<file path="src/rtl/note_player_pkg.sv">
// Shared state encodings and widths for the parametrised note player.
package note_player_pkg;

  localparam int STATE_W = 2;

  typedef enum logic [STATE_W-1:0] {
    ST_IDLE = 2'd0,
    ST_HIGH = 2'd1,
    ST_LOW  = 2'd2,
    ST_DONE = 2'd3
  } state_e;

endpackage

</file>
<file path="src/rtl/half_period_timer.sv">
// Loadable down-counter for one half-period; parks at zero until reloaded.
module half_period_timer #(
  parameter int PERIOD_W = 8
) (
  input  logic                clk,
  input  logic                rst,
  input  logic                load,
  input  logic [PERIOD_W-1:0] in,
  output logic                zero
);

  logic [PERIOD_W-1:0] count_q, count_d;

  always_comb begin
    count_d = count_q;
    if (load) begin
      count_d = in;
    end else if (count_q != '0) begin
      count_d = count_q - PERIOD_W'(1);
    end
  end

  always_ff @(posedge clk) begin
    if (rst) begin
      count_q <= '0;
    end else begin
      count_q <= count_d;
    end
  end

  assign zero = (count_q == '0);

endmodule

</file>
<file path="src/rtl/note_player_param.sv">
// Square-wave note player: N full periods of 2*(P+1) cycles, then a done pulse.
// state | meaning
// IDLE  | waiting for start, note low
// HIGH  | first half of a period, note = ~rest
// LOW   | second half of a period, repeat count decremented at its end
// DONE  | one-cycle completion pulse
module note_player_param
  import note_player_pkg::*;
#(
  parameter int PERIOD_W = 8,
  parameter int CYCLES_W = 8
) (
  input  logic                clk,
  input  logic                rst,
  input  logic                start,
  input  logic                stop,
  input  logic [PERIOD_W-1:0] period,
  input  logic [CYCLES_W-1:0] cycles,
  input  logic                rest,
  output logic                busy,
  output logic                done,
  output logic [STATE_W-1:0]  state,
  output logic                note
);

  state_e              state_q, state_d;
  logic [PERIOD_W-1:0] period_q, period_d;
  logic [CYCLES_W-1:0] rem_q, rem_d;
  logic                rest_q, rest_d;

  logic                timer_load;
  logic [PERIOD_W-1:0] timer_in;
  logic                timer_zero;

  half_period_timer #(.PERIOD_W(PERIOD_W)) u_timer (
    .clk  (clk),
    .rst  (rst),
    .load (timer_load),
    .in   (timer_in),
    .zero (timer_zero)
  );

  always_comb begin
    state_d    = state_q;
    period_d   = period_q;
    rem_d      = rem_q;
    rest_d     = rest_q;
    timer_load = 1'b0;
    timer_in   = period_q;

    case (state_q)
      ST_IDLE: begin
        if (start && !stop) begin
          period_d = period;
          rest_d   = rest;
          rem_d    = cycles;
          if (cycles == '0) begin
            state_d = ST_DONE;
          end else begin
            state_d    = ST_HIGH;
            timer_load = 1'b1;
            timer_in   = period;
          end
        end
      end
      ST_HIGH: begin
        if (timer_zero) begin
          state_d    = ST_LOW;
          timer_load = 1'b1;
        end
      end
      ST_LOW: begin
        if (timer_zero) begin
          // rem only moves down from a non-zero value, so it can never wrap
          if (rem_q != '0) begin
            rem_d = rem_q - CYCLES_W'(1);
          end
          if (rem_q <= CYCLES_W'(1)) begin
            state_d = ST_DONE;
          end else begin
            state_d    = ST_HIGH;
            timer_load = 1'b1;
          end
        end
      end
      ST_DONE: begin
        state_d = ST_IDLE;
      end
      default: begin
        state_d = ST_IDLE;
      end
    endcase

    if (stop && (state_q != ST_IDLE)) begin
      state_d    = ST_IDLE;
      timer_load = 1'b0;
    end
  end

  always_ff @(posedge clk) begin
    if (rst) begin
      state_q  <= ST_IDLE;
      period_q <= '0;
      rem_q    <= '0;
      rest_q   <= 1'b0;
    end else begin
      state_q  <= state_d;
      period_q <= period_d;
      rem_q    <= rem_d;
      rest_q   <= rest_d;
    end
  end

  assign state = state_q;
  assign busy  = (state_q != ST_IDLE);
  assign done  = (state_q == ST_DONE);
  assign note  = (state_q == ST_HIGH) && !rest_q;

endmodule

</file>
<file path="config.mk">
export PLATFORM = sky130hd
export DESIGN_NAME = note_player_param
export DESIGN_NICKNAME = d
export VERILOG_FILES = /design/src/rtl/note_player_pkg.sv /design/src/rtl/half_period_timer.sv /design/src/rtl/note_player_param.sv
export SDC_FILE = /design/constraint.sdc
export NUM_CORES = 1
export LEC_CHECK = 0
export CORE_MARGIN = 1.5
export CORE_UTILIZATION = 31
export CTS_BUF_LIST = sky130_fd_sc_hd__clkbuf_16
export DETAILED_ROUTE_END_ITERATION = 12
export MAX_ROUTING_LAYER = met4
export PLACE_DENSITY = 0.58
export SLEW_MARGIN = 30
export SYNTH_ARGS = -nofsm -noshare
export SYNTH_HDL_FRONTEND = slang
export SYNTH_SLANG_ARGS = --single-unit
</file>
<file path="constraint.sdc">
create_clock -name clk -period 2.3 [get_ports clk]
set_input_delay 0.345 -clock clk [delete_from_list [all_inputs] [get_ports clk]]
set_output_delay 0.345 -clock clk [all_outputs]
set_load 0.1 [all_outputs]
</file>
==> results.toml <==
[power_and_ir_drop]
power_density_nw_per_um2 = 883.3
total_power_mw = 2.029
clockPowerShare_pct = 20.2
p_switching_mw = 0.7794
p_seq_share_pct = 30.2
peakVddDrop_v = 0.0003775
leakage_nw = 0.8823
p_int_mw = 1.250
switching_share_pct = 38.41
combPwrFrac_pct = 49.6

[finish]
nFillCells = 577
fin_util_pct = 41.98
diodes = 0
syn2layout_area_growth_pct = 31.99
fin_nets = 277
post_route_cells_drive_above_1_share_pct = 21.91

[global_routing]
overflow = 0
grt_pass1_wl_um = 7686
grt_pass1_vias = 1595
antenna_found_initial = 0
track_usage_pct = 15.95
grt_max_degree = 19

[yosys]
synthAdderAreaFrac_pct = 3.451
synthesis.nets = 238
synth-edff-count = 0
syn_avg_cell_area_um2 = 8.171
synth_seq_cells = 27
synthTopCellsByArea = "dfxtp_1 (31%), a21oi_1 (5.8%), nand2_1 (5.6%)"
synthArstFlopShare_pct = 0
synth.distinct_cells = 48
yosys-mux-area-fraction_pct = 6.973
synthXorXnorAreaFrac_pct = 2.013
syn_inst = 213
synthTopCellsByCount = "dfxtp_1 (27), nand2_1 (26), nor2_1 (23)"
syn_area_um2 = 1740
yosysWarnings = 0
yosysSeqAreaShare_pct = 31.06
yosys.area.top_type = "dfxtp_1"
synth_top_family_by_area = "compound AO/OA/AOI/OAI gates"
synth_most_common_cell = "dfxtp_1"
synth_compound_area_share_pct = 25.59
synth_ff_type = "dfxtp_1"
synth_top_area_share_pct = 31.06
yosys.area_share.simple_pct = 23.80

[routing]
first_pass_iters = 4
wl_per_cell_um = 13.54
drt_iter0_drc = 45
drcViolationCount = 0
wl_um = 4373
ant_nets = 0
vias_per_cell = 5.130
vias = 1657

[hold_path]
hold_path.class = "reg -> reg"

[die]
core_area_um2 = 5473
pin_count = 26
die-height_um = 77.93
num_rows = 27
dieArea_um2 = 6073
die_w_um = 77.93
start_util_pct = 31.80

[job]
maxCapViolations = 0

[sta]
rsz0062_at_grt = "no"
worst_pin_slew_ns = 0.6475
worst_slack_ns = 0.1742
clock.fmax_mhz = 470.4
final-setup-viol-count = 0
finalHoldViolCount = 0
final_max_slew_viol_count = 0
layout_worst_path_cycle_share_pct = 92.43
clock_skew_ns = 0.003886
min_period_ns = 2.126
worst_slew_margin_rel_pct = 56.70

[clocking]
clk_latency_ns = 0.26
cts_max_path_buffers = 2
numClockSinks = 27
clk_pin_slew_worst_paths_ns = 0.07
holdBufCountCts = 0
ctsRootBufferMaster = "clkbuf_16"
htreeDepth = 1
cts_tree = "done"
cts_made_buffers = 3

[critical_path]
crit_type = "reg -> reg"
crit_path_end_kind = "flop"
critPathMaxFanout = 6
worstPathArrival_ns = 2.32
crit_chain = "or4_1 -> buf_4 -> a2111oi_2 -> o21ba_2 -> nand2b_1 -> o22ai_1"
max_stage_delay_ns = 0.58
slowest_stage = "or4_1"
cp-start-kind = "flop"
worstPathRequired_ns = 2.49

[placement]
portBuffers = 25
hpwl_um = 3323
place_congestion = 0.8056
pre_cts_ws_ns = -0.01694

[run_status]
status = "completed"
==> path summary, 6_finish.rpt <==
kind / from / endpoint / slack, ns / cells past startpoint
max: u_timer.count_q[2] / rem_q[6] / 0.17 / 6
max reg2reg: u_timer.count_q[2] / rem_q[6] / 0.17 / 6
min reg2reg: period_q[3] / period_q[3] / 0.45 / 2
min: period_q[3] / period_q[3] / 0.45 / 2
==> flip-flops by register name, summed over array words and instances, names as in the netlist <==
name / count
u_timer.count_q: 8
rest_q: 1
state: 2
rem_q: 8
period_q: 8
==> metal layers <==
layer  track usage, %  share of wire (%)  vias to the layer above
met5                -                  0                        -
met3            2.118                3.8                        4
li1                 -                  -                      848
met1            21.52                 48                      771
met2            25.30                 47                       34
met4            3.750                1.2                        0
==> timing repair <==
item	in CTS	in global routing
pin swaps	0	1
setup buffers	0	1
resized for setup	1	7
endpoints found under the setup margin	1	6
hold endpoints to repair	0	0
==> power groups by stage <==
stage,clock network (mW),logic [mW],registers [mW]
after global routing,0.445,1.11,0.625
after detailed placement,0,0.938,0.619
after global placement,0,0.927,0.620
final,0.409,1.01,0.613
after CTS,0.421,0.962,0.611
after floorplan,0,0.664,0.624
==> metrics by stage <==
step	hold slack, ns	area, um^2	TNS [ns]	cells
after global routing	0.4771	2297	0	323
after floorplan	0.4357	1759	0	213
final	0.4525	2297	0	323
after CTS	0.4550	2270	0	322
after detailed placement	0.4449	2183	-0.01694	318
after global placement	0.4425	2183	0	318
==> final cells by class <==
type                            count  area (um^2)  share of cell area [%]
Multi-Input combinational cell    164         1115                   48.53
Sequential cell                    27        545.5                   23.75
Timing Repair Buffer               48        435.4                   18.95
Tap cell                           72        90.09                   3.922
Clock buffer                        3        75.07                   3.268
Inverter                            8        30.03                   1.307
Clock inverter                      1        6.256                  0.2723
==> worst max-delay path: cells and delay by family, from the launching register on <==
| kind | cells | cell delay (ns) |
|---|---|---|
| compound gates | 3 | 0.79 |
| buf+inv | 1 | 0.20 |
| simple gates | 2 | 0.72 |
| flops | 1 | 0.35 |
==> layout by cell type (no fill, tap or decap), types with 2 or more instances in the layout <==
| cell | count |
|---|---|
| dfxtp_1 | 25 |
| a311oi_1 | 3 |
| nor3_1 | 4 |
| nor2_1 | 23 |
| nand2b_1 | 5 |
| or4_1 | 3 |
| inv_1 | 8 |
| a211oi_1 | 9 |
| o21ai_0 | 6 |
| nor4_1 | 5 |
| xnor2_1 | 2 |
| o211ai_1 | 2 |
| mux2i_1 | 8 |
| buf_12 | 2 |
| mux2_4 | 2 |
| o31ai_1 | 3 |
| nand3_1 | 5 |
| a21oi_1 | 20 |
| buf_4 | 26 |
| nand2_1 | 26 |
| clkbuf_16 | 3 |
| a2111oi_2 | 3 |
| o21ai_1 | 2 |
| ha_1 | 4 |
| xor2_1 | 2 |
| clkdlybuf4s50_1 | 20 |
| o22ai_1 | 2 |
==> logic make-up after synthesis <==
group	count (synthesis)
xor+xnor	4
mux	11
fa+ha+maj	5
simple gates	83
flops	27
buf+inv	22
compound gates	61
Power figures use the tool's default switching activity.
